[src/rtl/out_capture_buffer.sv]
// Captures strobed CPU output words into a first-word-fall-through FIFO with a
// valid/ready drain port, and raises startIO once a post-reset delay expires.
// Optional per-word cycle stamps are enabled with the OUTCAPTURE_TIMESTAMP_EN macro.
module out_capture_buffer #(
  parameter int unsigned WIDTH       = 24,
  parameter int unsigned DEPTH       = 16,
  parameter int unsigned START_DELAY = 531030,
  parameter int unsigned DLYWIDTH    = 24,
  parameter int unsigned MODE        = 0,
  parameter int unsigned TSWIDTH     = 16
) (
  input  logic                     clock,
  input  logic                     reset,
  input  logic                     outFlag,
  input  logic [WIDTH-1:0]         out,
  input  logic                     clear,
  output logic                     startIO,
  input  logic                     rdReady,
  output logic                     rdValid,
  output logic [WIDTH-1:0]         rdData,
  output logic [TSWIDTH-1:0]       rdTimestamp,
  output logic [$clog2(DEPTH):0]   count,
  output logic                     overflow,
  output logic [15:0]              dropped,
  output logic                     halted
);

  localparam int unsigned AW     = $clog2(DEPTH);
  localparam int unsigned CW     = AW + 1;
  localparam int unsigned TARGET = (START_DELAY == 0) ? 1 : START_DELAY;
  localparam logic [DLYWIDTH-1:0] DLY_LAST  = DLYWIDTH'(TARGET - 1);
  localparam logic [CW-1:0]       FULL_CNT  = CW'(DEPTH);
  localparam logic                OVERWRITE = (MODE != 0);

  typedef enum logic [1:0] {
    ST_WAIT = 2'd0,
    ST_RUN  = 2'd1,
    ST_HALT = 2'd2
  } state_t;

  state_t              state_q;
  state_t              state_d;
  logic [DLYWIDTH-1:0] dly_cnt;
  logic [AW-1:0]       wr_ptr;
  logic [AW-1:0]       rd_ptr;
  logic [WIDTH-1:0]    mem [DEPTH];

  logic full;
  logic push;
  logic pop;
  logic lose;
  logic write_en;

  assign full     = (count == FULL_CNT);
  assign rdValid  = (count != '0);
  assign push     = outFlag & (state_q != ST_HALT) & ~clear;
  assign pop      = rdValid & rdReady & ~clear;
  assign lose     = push & full & ~pop;
  // In stop mode a lost word is never written; in overwrite mode it replaces the head.
  assign write_en = push & (~lose | OVERWRITE);
  assign rdData   = rdValid ? mem[rd_ptr] : '0;

  // Next-state logic: delay expiry, stop-on-full, and clear-driven resume.
  always_comb begin
    state_d = state_q;
    case (state_q)
      ST_WAIT: begin
        if (dly_cnt == DLY_LAST) state_d = ST_RUN;
        if (lose && !OVERWRITE)  state_d = ST_HALT;
      end
      ST_RUN: begin
        if (lose && !OVERWRITE) state_d = ST_HALT;
      end
      ST_HALT: begin
        if (clear) state_d = ST_RUN;
      end
      default: state_d = ST_WAIT;
    endcase
  end

  // State register, start delay and control outputs.
  always_ff @(posedge clock) begin
    if (reset) begin
      state_q <= ST_WAIT;
      dly_cnt <= '0;
      startIO <= 1'b0;
      halted  <= 1'b0;
    end else begin
      state_q <= state_d;
      if (state_q == ST_WAIT) dly_cnt <= dly_cnt + DLYWIDTH'(1);
      startIO <= startIO | (state_d != ST_WAIT);
      halted  <= (state_d == ST_HALT);
    end
  end

  // Pointers, occupancy and loss accounting.
  always_ff @(posedge clock) begin
    if (reset || clear) begin
      wr_ptr   <= '0;
      rd_ptr   <= '0;
      count    <= '0;
      overflow <= 1'b0;
      dropped  <= '0;
    end else begin
      if (write_en) wr_ptr <= wr_ptr + AW'(1);
      if (pop || (lose && OVERWRITE)) rd_ptr <= rd_ptr + AW'(1);
      if (push && !pop && !full)      count <= count + CW'(1);
      else if (pop && !push)          count <= count - CW'(1);
      if (lose) begin
        overflow <= 1'b1;
        if (dropped != 16'hFFFF) dropped <= dropped + 16'd1;
      end
    end
  end

  always_ff @(posedge clock) begin
    if (write_en) mem[wr_ptr] <= out;
  end

`ifdef OUTCAPTURE_TIMESTAMP_EN
  logic [TSWIDTH-1:0] ts_cnt;
  logic [TSWIDTH-1:0] ts_mem [DEPTH];

  always_ff @(posedge clock) begin
    if (reset) ts_cnt <= '0;
    else       ts_cnt <= ts_cnt + TSWIDTH'(1);
  end

  always_ff @(posedge clock) begin
    if (write_en) ts_mem[wr_ptr] <= ts_cnt;
  end

  assign rdTimestamp = rdValid ? ts_mem[rd_ptr] : '0;
`else
  assign rdTimestamp = '0;
`endif

endmodule

[config.mk]
export PLATFORM = sky130hd
export DESIGN_NAME = out_capture_buffer
export DESIGN_NICKNAME = d
export VERILOG_FILES = /design/src/rtl/out_capture_buffer.sv
export SDC_FILE = /design/constraint.sdc
export NUM_CORES = 1
export LEC_CHECK = 0
export CAP_MARGIN = 20
export CORE_MARGIN = 1
export CORE_UTILIZATION = 54
export CTS_CLUSTER_SIZE = 25
export DETAILED_ROUTE_END_ITERATION = 8
export PLACE_DENSITY = 0.76
export SLEW_MARGIN = 20
export SYNTH_ARGS = -nofsm -noshare
export SYNTH_HDL_FRONTEND = slang
export SYNTH_SLANG_ARGS = --single-unit
[constraint.sdc]
create_clock -name clock -period 3.18 [get_ports clock]
set_clock_uncertainty 0.1 [all_clocks]
set_input_delay 0.318 -clock clock [delete_from_list [all_inputs] [get_ports clock]]
set_output_delay 0.318 -clock clock [all_outputs]
set_load 0.01 [all_outputs]
==> reports/qor.yml, run 1 <==
yosys:
  synth_async_sr_flop_share: 0
  ys_ff_latch: 446
  postSynthAreaPerCell_um2: 18.6
  yosys_warnings: 0
  synth_top_area_cell: "edfxtp_1"
  yosysUniqueCellTypes: 47
  synth-edff-count: 384
  syn_inst: 953
  netlist_top_cells_area: "edfxtp_1 65%, mux4_2 12%, dfxtp_1 7.0%, mux2i_1 3.0%, nor2_1 1.4%"
  synth_flop_cell: "edfxtp_1"
  synth_common_cells: "384 x edfxtp_1, 96 x mux4_2, 67 x nor2_1"
  yosys.cell_count.top_type: "edfxtp_1"
  synth_top_area_frac: 0.652
  yosysSeqAreaShare: 0.722
  syn-cell-area_um2: 17700
timing:
  timing.final.crit_share: 0.977
  final.setup.worst_slack_ns: 0.0743
  fin_crit_ns: 3.11
  rsz0062_at_grt: "no"
  hold_slack_ns: 0.358
  slew_headroom: 0.401
  worstMarginPinSlew_ns: 0.891
  setup_violations: 0
  hold_viol: 0
  clock.fmax_mhz: 322
  slew_viol_final: 0
global_route:
  grt_max_degree: 42
  grt_usage: 0.217
  grt_pass1_vias: 9190
  grt_overflow: 0
  antenna_found_initial: 0
  grt_pass1_wl_um: 54100
clock_network:
  cts.sinks: 446
  holdBufCountCts: 0
  clock_path_buffers: 3
  htreeDepth: 2
  cts_tree: "yes"
  path_clk_slew_ns: 0.06
  cts_root_buf: "clkbuf_16"
  clock_latency_ns: 0.54
  cts_made_buffers: 44
worst_setup_path:
  arrival_ns: 2.69
  critical_path_class: "flop to output pin"
  endpoint_kind: "output pin"
  worst_setup_path_start_kind: "flop"
  slowest_delay_ns: 0.53
  crit_chain: "buf_16, mux4_2, mux2i_1, o22ai_1, clkdlybuf4s50_1"
  r2r_cells: 9
  slowest_stage: "mux4_2"
  required_ns: 2.76
  r2r_start: "count[1]"
  cp_max_fo: 21
pwr:
  seqPwrFrac: 0.535
  power.leakage_nw: 6.49
  p_clk_frac: 0.426
  p_sw_mw: 2.41
  p_comb_frac: 0.039
  power_density_nw_per_um2: 572
  p_int_mw: 9.52
  p_total_mw: 11.9
  ir_drop_mv: 0.322
  p_sw_frac: 0.202
cells_and_area:
  seqCellArea_um2: 12800
  antennaDiodeCount: 0
  multi_input_area_um2: 4680
  num-nets-final: 1117
  final_area_um2: 20900
  n_fill_cell: 2109
  drive_gt1_frac: 0.213
  syn_to_final_growth_pct: 18.0
route:
  drc_errors: 0
  ant_nets: 0
  routed_wirelength_um: 36100
  drtIter0Drc: 741
  post_drt_wl_per_cell_um: 23.4
  drtPass1Iterations: 5
  vias_per_cell: 5.83
  dr_total_vias: 9019
floorplanning:
  die_x_um: 183
  std_cell_rows: 65
  io-pin-count: 94
  die_area_um2: 33500
  core_area_um2: 31900
  die_y_um: 183
  initial_core_util: 0.555
run:
  drv_cap: 0
min_path:
  min_path_type: "flop to flop"
  hold_path_depth: 2
  min_from: "overflow"
place:
  placed_area_um2: 19300
  dpl_worst_slack_ns: 0.408
  post-dp-hpwl_um: 19800
  finalWeightedCongestion: 0.805
  portBuffers: 77
outcome:
  status: "complete, no violations"
[path summary, 6_finish.rpt]
| check | to | slack, ns |
|---|---|---|
| setup / recovery | rdData[15] | 0.07 |
| hold / removal | overflow | 0.36 |
| setup reg to reg | count[4] | 0.48 |
| hold reg to reg | overflow | 0.36 |
[worst max-delay path: cells and delay by family (launching register included)]
| kind | cells | cell delay (ns) |
|---|---|---|
| AO/OA/AOI/OAI | 1 | 0.13 |
| multiplexers | 2 | 0.77 |
| flip-flops | 1 | 0.49 |
| buffers and inverters | 2 | 0.74 |
[per-stage QoR]
step / util / cells / TNS (ns)
floorplan: - / 968 / -21.80
global placement: 0.604 / 1456 / 0
detailed placement: 0.604 / 1456 / 0
CTS: 0.649 / 1537 / -0.0243
global route: 0.654 / 1546 / 0
finish: 0.654 / 1546 / 0
[per-layer routing]
layer,vias up,share of wire,track usage
li1,4012,-,-
met1,4611,0.41,0.292
met2,344,0.50,0.365
met3,52,0.071,0.0427
met4,0,0.017,0.0560
met5,-,0,0
[repair_timing]
| item | CTS | global route |
|---|---|---|
| pin swaps | 0 | 1 |
| setup buffers | 0 | 7 |
| endpoints found under the hold margin | 0 | 0 |
| gates cloned | 0 | 2 |
| endpoints found under the setup margin | 5 | 23 |
| gates resized for setup | 3 | 10 |
[cell usage in the layout, fill, tap and decap left out, types with 12 or more instances in the layout]
master and count:
nor2_1 63, clkbuf_16 48, edfxtp_1 384, dfxtp_1 59
mux2i_1 50, xnor2_1 24, buf_12 15, conb_1 16
nand3_1 12, xor2_1 23, nand2_1 22, nand4_1 19
o22ai_1 24, clkdlybuf4s50_1 75, mux4_2 96, buf_4 24
[power groups by stage]
| stage | Clock, mW | Combinational [mW] | Sequential, mW |
|---|---|---|---|
| 2_1_floorplan | 0 | 0.230 | 6.51 |
| 3_3_place_gp | 0 | 0.443 | 6.51 |
| 3_5_place_dp | 0 | 0.454 | 6.51 |
| 4_1_cts | 5.16 | 0.456 | 6.39 |
| 5_1_grt | 5.40 | 0.502 | 6.39 |
| 6_report | 5.08 | 0.466 | 6.39 |
[state kept, by name, summed over array words and instances, names as in the netlist, named ones only]
name,count
mem,384
dly_cnt,24
wr_ptr,4
halted,1
count,5
startIO,1
dropped,16
rd_ptr,4
state_q,2
overflow,1
[cells by family after synthesis]
| logic type | count (synthesis) | share of synthesized area |
|---|---|---|
| flops | 446 | 0.722 |
| simple gates | 185 | 0.0571 |
| mux | 149 | 0.152 |
| buf+inv | 70 | 0.0195 |
| xor+xnor | 47 | 0.0233 |
| compound gates | 43 | 0.0163 |
| fa+ha+maj | 12 | 0.00892 |
| other cells | 1 | 0.000212 |
[cell type report]
| class | count | share of cell area |
|---|---|---|
| Clock buffer | 57 | 0.0576 |
| Multi-Input combinational cell | 452 | 0.224 |
| Timing Repair Buffer | 122 | 0.0662 |
| Sequential cell | 446 | 0.613 |
| Tap cell | 435 | 0.0261 |
| Inverter | 10 | 0.00180 |
| Clock inverter | 24 | 0.0110 |
Note: power is estimated with default switching activity, not from simulation.
==> run 2, diff against run 1 <==
--- a/config.mk
+++ b/config.mk
@@ -5,12 +5,12 @@
 export SDC_FILE = /design/constraint.sdc
 export NUM_CORES = 1
 export LEC_CHECK = 0
-export CAP_MARGIN = 20
+export CAP_MARGIN = 5
 export CORE_MARGIN = 1
-export CORE_UTILIZATION = 54
+export CORE_UTILIZATION = 64
 export CTS_CLUSTER_SIZE = 25
 export DETAILED_ROUTE_END_ITERATION = 8
-export PLACE_DENSITY = 0.76
+export PLACE_DENSITY = 0.84
 export SLEW_MARGIN = 20
 export SYNTH_ARGS = -nofsm -noshare
 export SYNTH_HDL_FRONTEND = slang
==> constraint.sdc (replaced) <==
create_clock -name clock -period 3.98 [get_ports clock]
set_clock_uncertainty 0.1 [all_clocks]
set_input_delay 0.398 -clock clock [delete_from_list [all_inputs] [get_ports clock]]
set_output_delay 0.398 -clock clock [all_outputs]
set_load 0.01 [all_outputs]
==> run 2 against run 1 <==
Net effect:
- via count rose by 0.85%
- largest cell class unchanged
- power shrank 22%
- sequential power is 20% lower
- hold slack improved by 0.011 ns
- critical path depth is the same
- cell count is 7.2% lower
==> reports/qor.yml, run 2 (synthesis results as in run 1) <==
cells_and_area:
  seqCellArea_um2: 12800  # unchanged
  reg_top3: "mem (384), dly_cnt (24), dropped (16)"  # unchanged
  drive_gt1_frac: 0.198  # was 0.213
  postLayoutCoreUtil: 0.751  # was 0.654
  layout_commonest_cell: "edfxtp_1"  # unchanged
  regMostFlops: "mem"  # unchanged
  antennaDiodeCount: 0  # unchanged
  n_fill_cell: 1484  # was 2109
  num-nets-final: 1100  # was 1117
  syn_to_final_growth_pct: 14.8  # was 18.0%
  stdcell_count: 1435  # was 1546
  largest_register_ffs: 384  # unchanged
  layout.cells.most_common_list: "384 x edfxtp_1, 96 x mux4_2, 77 x clkdlybuf4s50_1"  # was 384 x edfxtp_1, 96 x mux4_2, 75 x clkdlybuf4s50_1
  multi_input_area_um2: 4670  # was 4680 um^2
global_route:
  grt_pass1_vias: 9364  # was 9190
  grt_usage: 0.266  # was 0.217
  grt_max_degree: 45  # was 42
  grt_pass1_wl_um: 55300  # was 54100 um
  antenna_found_initial: 0  # unchanged
  grt_overflow: 0  # unchanged
worst_setup_path:
  critical_path_class: "flop to output pin"  # unchanged
  arrival_ns: 2.96  # was 2.69 ns
  cp_top_family: "buffers and inverters"  # was multiplexers
  r2r-end: "count[4]"  # unchanged
  slowest_stage: "mux4_2"  # unchanged
  reg2reg_slack_ns: 1.20  # was 0.48 ns
  r2r_start: "count[0]"  # was count[1]
  worst_setup_path_start_kind: "flop"  # unchanged
  r2r_cells: 9  # unchanged
  required_ns: 3.48  # was 2.76 ns
  cp_max_fo: 19  # was 21
  slowest_delay_ns: 0.58  # was 0.53 ns
  critPathBufInv: 2  # unchanged
  crit_chain: "buf_4, mux4_2, mux2i_1, o22ai_1, clkdlybuf4s50_1"  # was buf_16, mux4_2, mux2i_1, o22ai_1, clkdlybuf4s50_1
  endpoint_kind: "output pin"  # unchanged
pwr:
  power.leakage_nw: 6.30  # was 6.49 nW
  ir_drop_mv: 0.344  # was 0.322 mV
  power_density_nw_per_um2: 459  # was 572 nW/um^2
  p_total_mw: 9.32  # was 11.9 mW
timing:
  clock.fmax_mhz: 290
  rsz0062_at_grt: "no"  # unchanged
  worstMarginPinSlew_ns: 0.968  # was 0.891 ns
  final.setup.worst_slack_ns: 0.526  # was 0.0743 ns
  setup_violations: 0  # unchanged
  fin_crit_ns: 3.45
  slew_headroom: 0.349  # was 0.401
  slew_viol_final: 0  # unchanged
  hold_viol: 0  # unchanged
  timing.final.crit_share: 0.868
  final.setup.tns_ns: 0  # unchanged
route:
  drtIter0Drc: 904  # was 741
  vias_per_cell: 6.34  # was 5.83
  ant_nets: 0  # unchanged
  routed_wirelength_um: 36400  # was 36100 um
  post_drt_wl_per_cell_um: 25.4  # was 23.4 um
  drtPass1Iterations: 5  # unchanged
  dr_total_vias: 9096  # was 9019
  drc_errors: 0  # unchanged
place:
  post-dp-hpwl_um: 19700  # was 19800 um
  dp.cells: 1355  # was 1456
  dpl_worst_slack_ns: 0.862  # was 0.408 ns
  portBuffers: 77  # unchanged
  finalWeightedCongestion: 0.785  # was 0.805
floorplanning:
  initial_core_util: 0.654  # was 0.555
  die_y_um: 168  # was 183 um
  core_area_um2: 27000  # was 31900 um^2
  die_x_um: 168  # was 183 um
  std_cell_rows: 60  # was 65
  die_area_um2: 28300  # was 33500 um^2
  io-pin-count: 94  # unchanged
clock_network:
  holdBufCountCts: 0  # unchanged
  clock_path_buffers: 3  # unchanged
  post-cts-setup-buffer-count: 0  # unchanged
  htreeDepth: 2  # unchanged
  cts.sinks: 446  # unchanged
  cts_made_buffers: 43  # was 44
  post_cts_resized: 0  # was 3
  path_clk_slew_ns: 0.06  # about the same
  clock_latency_ns: 0.54  # about the same
  cts_tree: "yes"  # unchanged
  cts_root_buf: "clkbuf_16"  # unchanged
run:
  drv_cap: 0  # unchanged
min_path:
  min_from: "overflow"  # unchanged
  min_path_type: "flop to flop"  # unchanged
  holdPathEnd: "overflow"  # unchanged
  hold_path_depth: 2  # unchanged
outcome:
  status: "complete, no violations"  # unchanged
-- run 2: changes by cell type in the layout (fill, tap and decap cells not counted), moves of 2 or more --
cell / before / now
clkbuf_16: 48 / 44
buf_6: 2 / 0
buf_12: 15 / 5
clkdlybuf4s50_1: 75 / 77
buf_16: 2 / 0
clkinv_4: 3 / 1
mux2i_2: 3 / 0
mux2i_1: 50 / 53
clkinv_2: 5 / 14
clkinvlp_4: 3 / 0
-- run 2: report_power, final --
| part | internal, mW | switching, mW |
|---|---|---|
| combinational | 0.158 | 0.204 |
| clock | 2.17 | 1.68 |
| sequential | 5.09 | 0.0161 |
-- run 2: worst max path at each step --
stage / from / endpoint / slack (ns) / cells past startpoint
finish: flop / rdData[9] / 0.53 / 5
global route: flop / rdData[9] / 0.44 / 5
CTS: flop / rdData[9] / 0.49 / 5
detailed placement: clear / mem[10][20] / 0.86 / 6
global placement: clear / mem[10][11] / 0.96 / 6
floorplan: count[0] / mem[4][0] / 0.57 / 4
-- run 2: worst register-to-register path, cell delays in order (launching register included) --
cell	delay, ns
dfxtp_1	0.40
nor4_4	0.45
mux2i_1	0.36
nand2_1	0.19
fa_1	0.43
a21o_1	0.19
a21oi_1	0.17
nand3b_1	0.15
nand3_1	0.07
nor3b_1	0.13
-- run 2: metrics by stage --
| step | hold slack, ns | cell area, um^2 |
|---|---|---|
| 2_1_floorplan | 0.370 | 17700 |
| 3_3_place_gp | 0.336 | 19000 |
| 3_5_place_dp | 0.351 | 19000 |
| 4_1_cts | 0.367 | 20300 |
| 5_1_grt | 0.370 | 20300 |
| 6_report | 0.369 | 20300 |
-- run 2: layout make-up --
type                    count  area share
clock buffers              53      0.0559
multi-input cells         452       0.230
well taps                 341      0.0210
flip-flops and latches    446       0.630
clock inverters            27     0.00980
repair buffers            106      0.0518
inverters                  10     0.00185
-- run 2: per-layer routing --
metal	up-vias	part of all wire	track usage
li1	3970	-	-
met5	-	0	0
met1	4623	0.40	0.367
met3	70	0.083	0.0496
met2	433	0.49	0.433
met4	0	0.029	0.0913
==> RTL change, RTL diff (settings of run 1) <==
Compare `count` against `FULL_CNT` with >= in place of ==.
--- a/src/rtl/out_capture_buffer.sv
+++ b/src/rtl/out_capture_buffer.sv
@@ -51,7 +51,7 @@
   logic lose;
   logic write_en;
 
-  assign full     = (count == FULL_CNT);
+  assign full     = (count >= FULL_CNT);
   assign rdValid  = (count != '0);
   assign push     = outFlag & (state_q != ST_HALT) & ~clear;
   assign pop      = rdValid & rdReady & ~clear;
Check against the original RTL: no difference found for any inputs over 4 cycles, from zero or initial values and one cycle with reset high; that may be too few to reach the edited logic, so the function may still have changed.
==> RTL change against run 1 <==
Routed wire length grew 2.1%. Die area is 1.2% higher. Maximum frequency increased by 0.12%. Final area up 0.71%. Power shrank 2.1%. Worst setup slack better by 0.0036 ns. Synthesized cell count grew 4.4%. Area after synthesis grew 1.2%. Sequential cell count did not move. Critical endpoint is now rdData[8]. Highest routed layer unchanged.
==> RTL change: results (changes against run 1) <==
INFO  metric outcome = finished clean
INFO  metric synth_cells = 995 (+4.4%)
INFO  metric worst-path-max-fanout = 24 (+14%)
INFO  metric grt_first_pass_wirelength = 55300 um (+2.2%)
INFO  metric critPathMaxStageDelay = 0.60 ns (+0.07 ns)
INFO  metric fin_worst_hold_slack = 0.386 ns (+0.0277 ns)
INFO  metric place.gp.congestion = 0.796 (-1.1%)
INFO  metric critPathTopFamily = simple AND/OR/NAND/NOR gates
INFO  metric worst-r2r-setup-slack = 0.64 ns (+0.16 ns)
INFO  metric slowest_stage = sky130_fd_sc_hd__or4_4
INFO  metric timing.fmax = 0.322 GHz (+0.12%)
INFO  metric p_leak = 6.34 nW (-2.3%)
INFO  metric synth_top_cells_by_count = sky130_fd_sc_hd__edfxtp_1 (384), sky130_fd_sc_hd__mux4_2 (96), sky130_fd_sc_hd__dfxtp_1 (62)
INFO  metric crit_arrival = 2.68 ns (about the same)
INFO  metric fillCellCount = 2225 (+5.5%)
INFO  metric place.detailed.instances = 1508 (+3.6%)
INFO  metric detail_route.wl_per_cell = 23.2 um (-0.45%)
INFO  metric worst-r2r-cell-count = 8 (-1)
INFO  metric route.detailed.vias_per_inst = 6.00 (+2.8%)
INFO  metric synth_sequential_area_ratio = 71.4% (-0.85 points)
INFO  metric post_route_cells_drive_above_1_share = 20.3% (-1.0 points)
INFO  metric wirelength = 36800 um (+2.1%)
INFO  metric placement.setup.worst_slack = 0.308 ns (-0.100 ns)
INFO  metric worst_hold_path.num_cells = 2 (unchanged)
INFO  metric internal_power = 9.32 mW (-2.1%)
INFO  metric groute.usage.overall = 22.0% (+0.31 points)
INFO  metric number_of_optimization_iterations_in_the_first_detailed_route_pass = 6 (+1)
INFO  metric hpwl = 21600 um (+9.4%)
INFO  metric grt_start_max_net_pins = 40 (-4.8%)
INFO  metric finish.net_count = 1154 (+3.3%)
INFO  metric first_global_vias = 9484 (+3.2%)
INFO  metric synth_cell_type_count = 57 (+21%)
INFO  metric drt-initial-drc-count = 868 (+17%)
-- RTL change: cell count changes after synthesis, sizes merged, moves of 8 or more --
cell,change
nor2,-25
xnor2,-17
nor3,-8
xor2,-12
o21ai,+10
o31ai,+13
or3,+14
nand3,+9
a21oi,+19
or4,+15
-- RTL change: final cells by class --
cell class                      instances  area share, %
Timing Repair Buffer                  123           6.54
Tap cell                              442           2.63
Inverter                                9          0.161
Clock buffer                           57           5.47
Multi-Input combinational cell        489           23.6
Clock inverter                         19          0.780
Sequential cell                       446           60.9
-- RTL change: worst min-delay path, cell delays in order, from the launching register on --
cell                      delay [ns]
sky130_fd_sc_hd__dfxtp_1        0.33
sky130_fd_sc_hd__nor2_1         0.05
sky130_fd_sc_hd__nor2_1         0.07
-- RTL change: cells by family (layout without fill, tap and decap cells) --
group / count (synthesis) / after routing / synth area share [%]
other cells: 1 / 16 / 0.0210
buf+inv: 75 / 208 / 2.07
compound gates: 87 / 87 / 3.03
flops: 446 / 446 / 71.4
fa+ha+maj: 12 / 12 / 0.881
simple gates: 200 / 200 / 6.26
xor+xnor: 18 / 18 / 0.881
mux: 156 / 156 / 15.5
-- RTL change: metal layers --
layer	vias up	global-route usage [%]	part of all wire [%]	wire length, um
li1	4246	-	-	-
met1	4911	29.4	41	15000
met2	302	37.8	52	19100
met3	47	3.41	5.6	2070
met4	0	5.90	1.8	681
met5	-	0	0	0
-- RTL change: how the worst max path moves through the flow --
stage / startpoint / endpoint / cells after the start
after detailed placement: outFlag / mem[4][18] / 6
final: count[0] / rdData[8] / 6
after CTS: flop / rdData[8] / 5
after floorplan: state_q[0] / mem[3][0] / 3
after global placement: outFlag / mem[4][18] / 6
after global routing: flop / rdData[17] / 6
-- RTL change: what timing repair did --
| item | in CTS | in global routing |
|---|---|---|
| resized for setup | 1 | 5 |
| hold endpoints to repair | 0 | 0 |
| setup endpoints to repair | 9 | 6 |
| cloned | 0 | 1 |
-- RTL change: per-stage QoR --
step                      area (um2)  utilization [%]
after floorplan                18000                -
after global placement         19600             60.4
after detailed placement       19600             60.4
after CTS                      21000             64.4
after global routing           21000             64.6
final                          21000             64.6
-- RTL change: power groups by stage --
stage	clock network, mW	registers, mW	logic [mW]
2_1_floorplan	0	6.51	0.247
3_3_place_gp	0	6.51	0.483
3_5_place_dp	0	6.51	0.494
4_1_cts	4.88	6.39	0.499
5_1_grt	5.09	6.39	0.541
6_report	4.79	6.39	0.501
